### src/rtl/ifetch_queue.sv
// Instruction fetch queue: issues sequential fetches, buffers in-order responses, flushes on redirect.
// Optional macro IFQ_BYPASS_EN forwards a response straight to decode when the queue is empty.
module ifetch_queue #(
    parameter int unsigned ADDR_WIDTH        = 32,
    parameter int unsigned INSTRUCTION_WIDTH = 32,
    parameter int unsigned DEPTH             = 4,
    parameter logic [ADDR_WIDTH-1:0] RESET_PC = '0
) (
    input  logic                         clk,
    input  logic                         rst,
    output logic                         imemReqValid,
    input  logic                         imemReqReady,
    output logic [ADDR_WIDTH-1:0]        imemReqAddr,
    input  logic                         imemRspValid,
    input  logic [INSTRUCTION_WIDTH-1:0] imemRspData,
    input  logic                         redirectValid,
    input  logic [ADDR_WIDTH-1:0]        redirectPc,
    output logic                         instrValid,
    input  logic                         instrReady,
    output logic [INSTRUCTION_WIDTH-1:0] instrOut,
    output logic [ADDR_WIDTH-1:0]        pcOut
);

    localparam int unsigned PW = $clog2(DEPTH);
    localparam int unsigned CW = PW + 1;

    logic [ADDR_WIDTH-1:0]        fetch_pc_q, fetch_pc_d;
    logic [ADDR_WIDTH-1:0]        rsp_pc_q, rsp_pc_d;
    logic [CW-1:0]                count_q, count_d;
    logic [CW-1:0]                inflight_q, inflight_d;
    logic [CW-1:0]                discard_q, discard_d;
    logic [PW-1:0]                rd_ptr_q, rd_ptr_d;
    logic [PW-1:0]                wr_ptr_q, wr_ptr_d;
    logic [INSTRUCTION_WIDTH-1:0] data_mem [DEPTH];
    logic [ADDR_WIDTH-1:0]        pc_mem   [DEPTH];

    logic has_head, rsp_ok, bypass, req_fire, pop, push;

    // Handshakes and output muxing; rsp_pc_q is the PC of the next response that will be kept
    always_comb begin
        has_head = (count_q != '0);
        rsp_ok   = imemRspValid && (inflight_q != '0);
`ifdef IFQ_BYPASS_EN
        bypass   = !has_head && (discard_q == '0) && !redirectValid && rsp_ok;
`else
        bypass   = 1'b0;
`endif
        imemReqValid = !rst && !redirectValid &&
                       (((CW+1)'(count_q) + (CW+1)'(inflight_q)) < (CW+1)'(DEPTH));
        imemReqAddr  = fetch_pc_q;
        req_fire     = imemReqValid && imemReqReady;
        instrValid   = has_head || bypass;
        instrOut     = '0;
        pcOut        = '0;
        if (has_head) begin
            instrOut = data_mem[rd_ptr_q];
            pcOut    = pc_mem[rd_ptr_q];
        end else if (bypass) begin
            instrOut = imemRspData;
            pcOut    = rsp_pc_q;
        end
        pop  = has_head && instrReady && !redirectValid;
        push = rsp_ok && (discard_q == '0) && !redirectValid && !(bypass && instrReady);
    end

    // Next-state computation
    always_comb begin
        fetch_pc_d = fetch_pc_q;
        rsp_pc_d   = rsp_pc_q;
        count_d    = count_q;
        inflight_d = inflight_q + CW'(req_fire) - CW'(rsp_ok);
        discard_d  = discard_q;
        rd_ptr_d   = rd_ptr_q;
        wr_ptr_d   = wr_ptr_q;
        if (redirectValid) begin
            fetch_pc_d = redirectPc;
            rsp_pc_d   = redirectPc;
            count_d    = '0;
            discard_d  = inflight_q - CW'(rsp_ok);
            rd_ptr_d   = '0;
            wr_ptr_d   = '0;
        end else begin
            if (req_fire) fetch_pc_d = fetch_pc_q + ADDR_WIDTH'(4);
            if (rsp_ok && (discard_q != '0)) discard_d = discard_q - CW'(1);
            if (rsp_ok && (discard_q == '0)) rsp_pc_d = rsp_pc_q + ADDR_WIDTH'(4);
            count_d = count_q + CW'(push) - CW'(pop);
            if (pop)  rd_ptr_d = rd_ptr_q + PW'(1);
            if (push) wr_ptr_d = wr_ptr_q + PW'(1);
        end
    end

    always_ff @(posedge clk or posedge rst) begin
        if (rst) begin
            fetch_pc_q <= RESET_PC;
            rsp_pc_q   <= RESET_PC;
            count_q    <= '0;
            inflight_q <= '0;
            discard_q  <= '0;
            rd_ptr_q   <= '0;
            wr_ptr_q   <= '0;
        end else begin
            fetch_pc_q <= fetch_pc_d;
            rsp_pc_q   <= rsp_pc_d;
            count_q    <= count_d;
            inflight_q <= inflight_d;
            discard_q  <= discard_d;
            rd_ptr_q   <= rd_ptr_d;
            wr_ptr_q   <= wr_ptr_d;
        end
    end

    // Queue storage; contents are only observable through count_q so no reset is needed
    always_ff @(posedge clk) begin
        if (push) begin
            data_mem[wr_ptr_q] <= imemRspData;
            pc_mem[wr_ptr_q]   <= rsp_pc_q;
        end
    end

endmodule

### config.mk
export PLATFORM = sky130hd
export DESIGN_NAME = ifetch_queue
export DESIGN_NICKNAME = d
export VERILOG_FILES = /design/src/rtl/ifetch_queue.sv
export SDC_FILE = /design/constraint.sdc
export NUM_CORES = 1
export LEC_CHECK = 0
export BUFFER_PORTS_ARGS = -buffer_cell sky130_fd_sc_hd__buf_2
export CORE_MARGIN = 2
export CORE_UTILIZATION = 58
export CTS_CLUSTER_SIZE = 24
export DETAILED_ROUTE_END_ITERATION = 8
export GPL_TIMING_DRIVEN = 0
export PLACE_DENSITY = 0.8
export SLEW_MARGIN = 30
export SYNTH_ARGS = -nofsm -noshare
export SYNTH_HDL_FRONTEND = slang
export SYNTH_SLANG_ARGS = --single-unit
### constraint.sdc
create_clock -name clk -period 3.8 [get_ports clk]
set_input_delay 0.19 -clock clk [delete_from_list [all_inputs] [get_ports clk]]
set_output_delay 0.19 -clock clk [all_outputs]
set_load 0.005 [all_outputs]
==> results of run 1 <==
-- worst register-to-register path, delay by kind of cell, from the launching register on --
kind                     cells  cell delay (ns)
flip-flops                   1             0.45
buffers and inverters        4             0.54
XOR/XNOR                     2             0.28
adder cells (fa/ha/maj)      4             1.23
AND/OR/NAND/NOR              2             0.73
-- placed cells by master (no fill, tap or decap), types with 13 or more instances in the layout --
cell | netlist | layout
edfxtp_1 | 256 | 256
buf_2 | 8 | 174
dfrtp_1 | 77 | 77
and2_1 | 69 | 69
mux4_2 | 64 | 64
dlygate4sd3_1 | 0 | 60
nand2_1 | 52 | 52
clkbuf_16 | 0 | 35
o21ai_0 | 33 | 33
clkbuf_1 | 25 | 32
nand3_1 | 30 | 30
xnor2_1 | 28 | 28
nor2_1 | 28 | 28
inv_1 | 27 | 26
xor2_1 | 22 | 22
nand4_1 | 16 | 16
ha_1 | 16 | 16
and3_1 | 17 | 13
-- stage by stage --
| stage | hold slack (ns) | setup WS (ns) | TNS [ns] |
|---|---|---|---|
| 6_report | 0.0247 | 0.443 | 0 |
| 3_5_place_dp | 0.131 | 0.487 | 0 |
| 4_1_cts | 0.0199 | 0.478 | 0 |
| 2_1_floorplan | 0.289 | 0.536 | 0 |
| 5_1_grt | 0.0140 | 0.329 | 0 |
| 3_3_place_gp | 0.404 | -0.797 | -172.68 |
-- how the worst max path moves through the flow --
stage                  start              end  cells after the start  slack (ns)
4_1_cts        inflight_q[2]    inflight_q[2]                     12        0.48
3_5_place_dp   inflight_q[2]    inflight_q[2]                     12        0.49
2_1_floorplan            rst    inflight_q[2]                     11        0.54
3_3_place_gp   redirectValid  data_mem[3][12]                      5       -0.80
6_report       inflight_q[2]    inflight_q[2]                     12        0.44
5_1_grt                  rst    inflight_q[2]                     16        0.33
-- cells by family (layout without fill, tap and decap cells) --
group                      count (synthesis)  count (layout)  synth area share, %
DFF                                      333             333                 68.7
and+or+nand+nor                          253             253                 9.92
buffers and inverters                     70             364                 1.98
muxes                                     80              80                 11.5
xor gates and xnor gates                  50              50                 3.13
adders and majority gates                 18              18                 1.72
AOI/OAI and AO/OA                         68              68                 3.02
-- layer usage --
layer | track usage, % | wire length, microns | vias up
li1 | - | - | 3837
met1 | 33.6 | 12600 | 4180
met2 | 40.8 | 14900 | 351
met3 | 4.30 | 2190 | 37
met4 | 5.33 | 476 | 2
met5 | 0 | 7 | -
-- timing repair --
item,in CTS,in global routing
endpoints found under the setup margin,0,0
endpoints found under the hold margin,211,0
hold buffers,60,0
setup buffers,0,0
-- state kept, by name, summed over array words and instances (netlist names) --
name and cells:
discard_q 3, imemReqAddr 32, rd_ptr_q 2, wr_ptr_q 2
rsp_pc_q 32, data_mem 128, pc_mem 128, inflight_q 3
count_q 3
-- power breakdown --
part           internal, mW  switching, mW  leakage (nW)
sequential             4.17          0.210          3.24
clock                  1.93           1.31         0.527
combinational          1.20           1.23          2.56
-- final cells by class --
| cell class | instances | area share [%] |
|---|---|---|
| sequential | 333 | 56.3 |
| multi-input combinational | 469 | 24.1 |
| timing repair buffer | 233 | 9.28 |
| clock buffer | 44 | 5.44 |
| tap | 319 | 2.34 |
| buffer | 43 | 1.04 |
| clock inverter | 17 | 0.908 |
| inverter | 27 | 0.615 |
==> results.py, run 1 <==
metrics = {
    "grt": {
        "antenna_found_initial": 1,
        "grt_pass1_vias": 8670,
        "grt_max_degree": 43,
        "overflow": 0,
        "grtUsageTotal_pct": 24.2,
        "grt_pass1_wl_microns": 47600,
    },
    "floorplan": {
        "ios": 168,
        "dieArea_sq_um": 25400,
        "start_util_pct": 59.3,
        "die_x_microns": 159,
        "rows": 56,
        "die_h_microns": 159,
        "core-area_sq_um": 23600,
    },
    "logic_synthesis": {
        "synth-edff-count": 256,
        "netlist.area_leader.share_pct": 54.9,
        "yosysUniqueCellTypes": 45,
        "netlist_top_cells_count": "edfxtp_1, dfrtp_1, and2_1, mux4_2, nand2_1",
        "async_flop_share_pct": 23.1,
        "synth_ff_type": "edfxtp_1",
        "ys_seq_area_share_pct": 68.7,
        "yosys_warnings": 0,
        "yosys.area.top_type": "edfxtp_1",
        "avgSynthCellArea_sq_um": 16.1,
        "synth_most_common_cell": "edfxtp_1",
        "synth_area_leaders": "edfxtp_1, dfrtp_1, mux4_2, and2_1, xnor2_1",
        "synth_fp_nets": 960,
        "syn_inst": 872,
        "netlist_area_sq_um": 14000,
        "ys_ff_latch": 333,
    },
    "min_path": {
        "hold_end": "imemReqAddr[31]",
        "hp-class": "in -> reg",
        "worstHoldStart": "redirectPc[31]",
        "hold_depth": 3,
    },
    "job": {
        "drv_cap": 0,
    },
    "cells_and_area": {
        "multi_input_area_sq_um": 4120,
        "area_growth_pct": 22.1,
        "final-seq-area_sq_um": 9610,
        "antenna_cells": 0,
        "final_cell_area_sq_um": 17100,
        "fin_util_pct": 72.4,
        "final_cell_count_no_fill": 1485,
        "drive_gt1_share_pct": 27.1,
        "nNetsFinal": 1229,
        "fillers": 1501,
    },
    "worst_setup_path": {
        "cpMostUsedCell": "ha_1",
        "r2r-start": "inflight_q[2]",
        "crit_chain": "ha_1 > nor4_1 > and4_1 > clkbuf_2 > inv_1 > clkbuf_1 > ha_1 > inv_1 > ha_1 > fa_1 > xor2_1 > xnor2_1",
        "r2r_slack_ns": 0.44,
        "r2r-end": "inflight_q[2]",
        "crit_buf_inv": 4,
        "max_stage_delay_ns": 0.45,
        "arrival_ns": 3.74,
        "crit_family": "adder cells",
        "critical_path_class": "reg -> reg",
        "path_max_fanout": 10,
        "r2r_cells": 12,
        "worst_path_max_delay_cell": "dfrtp_1",
        "cp-end-kind": "register",
        "start_kind": "register",
        "critPathRequiredTime_ns": 4.18,
    },
    "power": {
        "peakVddDrop_uv": 347,
        "p_leak_nw": 6.32,
        "p_per_area_nw_per_um2": 587,
        "power_mw": 10.0,
    },
    "sta": {
        "maxSlewViolCount": 0,
        "period_share_pct": 88.3,
        "final_hold_viol_count": 0,
        "fmax_mhz": 298,
        "rsz0062_at_grt": "no",
        "period_needed_ns": 3.36,
        "slew_headroom_pct": 40.5,
        "skew_ns": 0.0191,
        "setup_viol": 0,
        "tightest_slew_ns": 0.893,
    },
    "placed_design": {
        "dp_hpwl_microns": 19400,
        "place_area_sq_um": 15400,
        "placed_cells": 1364,
        "gp_congestion": 0.904,
        "port_buffers": 166,
    },
    "drt": {
        "vias": 8407,
        "wl_per_cell_microns": 20.3,
        "route.detailed.drc": 0,
        "drt_iter0_markers": 695,
        "ant_nets": 0,
        "wl_microns": 30200,
        "vias_per_cell": 5.66,
        "drt_pass1_iterations": 5,
    },
    "clocking": {
        "cts_buffer_depth": 3,
        "clock-sinks": 333,
        "cts_max_level": 2,
        "cts_tree": "built",
        "cts_resized": 0,
        "ctsRootBufferMaster": "clkbuf_16",
        "numCtsBuffers": 34,
        "clk_pin_slew_ns": 0.06,
        "worstSkewPairLatency_ns": 0.50,
    },
    "status": {
        "status": "finished, final reports clean",
    },
}
(Power assumes the default switching activity.)
==> run 2: changes to the inputs <==
Settings changed: CORE_MARGIN 2 to not set, RECOVER_POWER set to 100.
==> run 2 against run 1 <==
The flow now finishes with violations (max-capacitance violations, max-slew violations). Via count is 1.9% higher. First-iteration DRC count is 0.43% higher. Die area is 2.5% lower. Clock skew is 0.0083 ns lower. Power is 0.90% lower. Cell count stayed put. Count of clock-buffer cells in the layout is 3 higher. Hold slack better by 0.083 ns. Worst setup slack worse by 0.090 ns. Utilization is 0.73 points lower. Largest cell class unchanged. Highest routed layer is now met4.
==> results.py, run 2 (synthesis gave the netlist of run 1 again) <==
metrics = {
    "worst_setup_path": {
        "cp-end-kind": "register",
        "critical_path_class": "reg -> reg",
        "r2r-start": "inflight_q[2]",
        "r2r-end": "data_mem[3][20]",
        "r2r_slack_ns": 0.35,
        "r2r_cells": 6,
        "critPathRequiredTime_ns": 3.92,
        "arrival_ns": 3.57,
        "path_max_fanout": 40,
        "start_kind": "register",
        "crit_end": "data_mem[3][20]",
        "worstSetupStartpoint": "inflight_q[2]",
    },
    "min_path": {
        "hp-class": "in -> reg",
    },
    "clocking": {
        "cts_buffer_depth": 3,
        "cts_tree": "built",
        "clock-sinks": 333,
        "worstSkewPairLatency_ns": 0.51,
        "cts_resized": 0,
        "cts_max_level": 2,
        "numCtsBuffers": 34,
        "clk_pin_slew_ns": 0.06,
        "ctsRootBufferMaster": "clkbuf_16",
    },
    "power": {
        "p_per_area_nw_per_um2": 590,
        "peakVddDrop_uv": 304,
        "p_leak_nw": 6.04,
        "power_mw": 9.95,
    },
    "sta": {
        "setup_viol": 0,
        "period_share_pct": 90.7,
        "tightest_slew_ns": 1.57,
        "final.setup.tns_ns": 0,
        "fmax_mhz": 290,
        "holdWs_ns": 0.108,
        "rsz0062_at_grt": "no",
        "period_needed_ns": 3.45,
        "skew_ns": 0.0108,
        "slew_headroom_pct": -4.60,
        "maxSlewViolCount": 29,
        "final_hold_viol_count": 0,
    },
    "floorplan": {
        "ios": 168,
        "start_util_pct": 59.4,
        "rows": 56,
        "core-area_sq_um": 23500,
        "dieArea_sq_um": 24800,
        "die_x_microns": 157,
        "die_h_microns": 157,
    },
    "status": {
        "status": "complete, but fails checks",
        "failed_checks": "max-capacitance violations, max-slew violations",
    },
    "drt": {
        "drt_pass1_iterations": 5,
        "drt_iter0_markers": 698,
        "ant_nets": 0,
        "vias_per_cell": 5.77,
        "wl_microns": 30500,
        "wl_per_cell_microns": 20.5,
        "route.detailed.drc": 0,
        "vias": 8568,
    },
    "grt": {
        "grtUsageTotal_pct": 25.8,
        "antenna_found_initial": 0,
        "grt_max_degree": 41,
        "grt_most_used_layer": "met2",
        "grt_pass1_vias": 8657,
        "grt_use_met1_pct": 34.6,
        "grt_pass1_wl_microns": 47500,
        "use_met2_pct": 43.9,
        "overflow": 0,
        "grt.met3_usage_pct": 4.46,
    },
    "job": {
        "drv_cap": 1,
    },
    "placed_design": {
        "port_buffers": 166,
        "gp_congestion": 0.878,
        "dp_hpwl_microns": 19400,
        "placed_cells": 1363,
    },
    "cells_and_area": {
        "final_cell_count_no_fill": 1485,
        "nNetsFinal": 1229,
        "final_cell_mix": "edfxtp_1, clkbuf_1, buf_2",
        "largestRegisters": "data_mem (128), pc_mem (128)",
        "final_common_cell": "edfxtp_1",
        "antenna_cells": 0,
        "drive_gt1_share_pct": 20.4,
        "area_growth_pct": 20.5,
    },
}
run 2: cell types whose count changed in the layout (fill, tap and decap cells not counted), sizes merged:
cell / before / now
clkbuf: 71 / 151
buf: 189 / 111
bufinv: 3 / 1
dlygate4sd3: 60 / 61
inv: 27 / 26
run 2: worst max-delay path, cell delays in order, from the launching register on:
cell and delay, ns:
dfrtp_1 0.45, o31ai_1 0.73, inv_1 0.22, and3_1 0.26, clkbuf_1 0.27, and3_2 0.56
clkbuf_4 0.53
run 2: timing repair:
item,4_1_cts,5_1_grt
endpoints found under the hold margin,202,0
setup buffers,0,0
hold buffers,61,0
run 2: layer usage:
metal	wire length, microns	share of wire [%]
met4	530	1.7
met1	12400	41
met2	15300	50
met5	0	0
met3	2210	7.2
run 2: how the worst min path moves through the flow:
stage                      end  slack (ns)  depth (start not counted)      startpoint
2_1_floorplan   data_mem[0][0]        0.29                          0  imemRspData[0]
3_3_place_gp    data_mem[3][5]        0.40                          1  imemRspData[5]
3_5_place_dp   imemReqAddr[30]        0.29                          2             rst
4_1_cts        imemReqAddr[22]        0.08                          3  redirectPc[22]
5_1_grt        imemReqAddr[22]        0.12                          3  redirectPc[22]
6_report       imemReqAddr[22]        0.11                          3  redirectPc[22]
run 2: where the power goes:
| group | switching [mW] | internal, mW |
|---|---|---|
| Sequential | 0.212 | 4.17 |
| Clock | 1.30 | 1.91 |
| Combinational | 1.23 | 1.13 |
run 2: layout make-up:
| class | count | area [sq um] |
|---|---|---|
| buffer | 43 | 161 |
| clock buffer | 47 | 1000 |
| clock inverter | 14 | 90.1 |
| fill | 1560 | 6670 |
| inverter | 27 | 105 |
| multi-input combinational | 469 | 4080 |
| sequential | 333 | 9610 |
| tap | 319 | 399 |
| timing repair buffer | 233 | 1420 |
run 2: stage by stage:
stage | utilization [%] | area (sq um) | setup WS, ns
2_1_floorplan | - | 14000 | 0.536
3_3_place_gp | 64.7 | 15200 | -0.845
3_5_place_dp | 65.3 | 15400 | 0.514
4_1_cts | 72.6 | 17100 | 0.499
5_1_grt | 71.7 | 16900 | 0.130
6_report | 71.7 | 16900 | 0.353
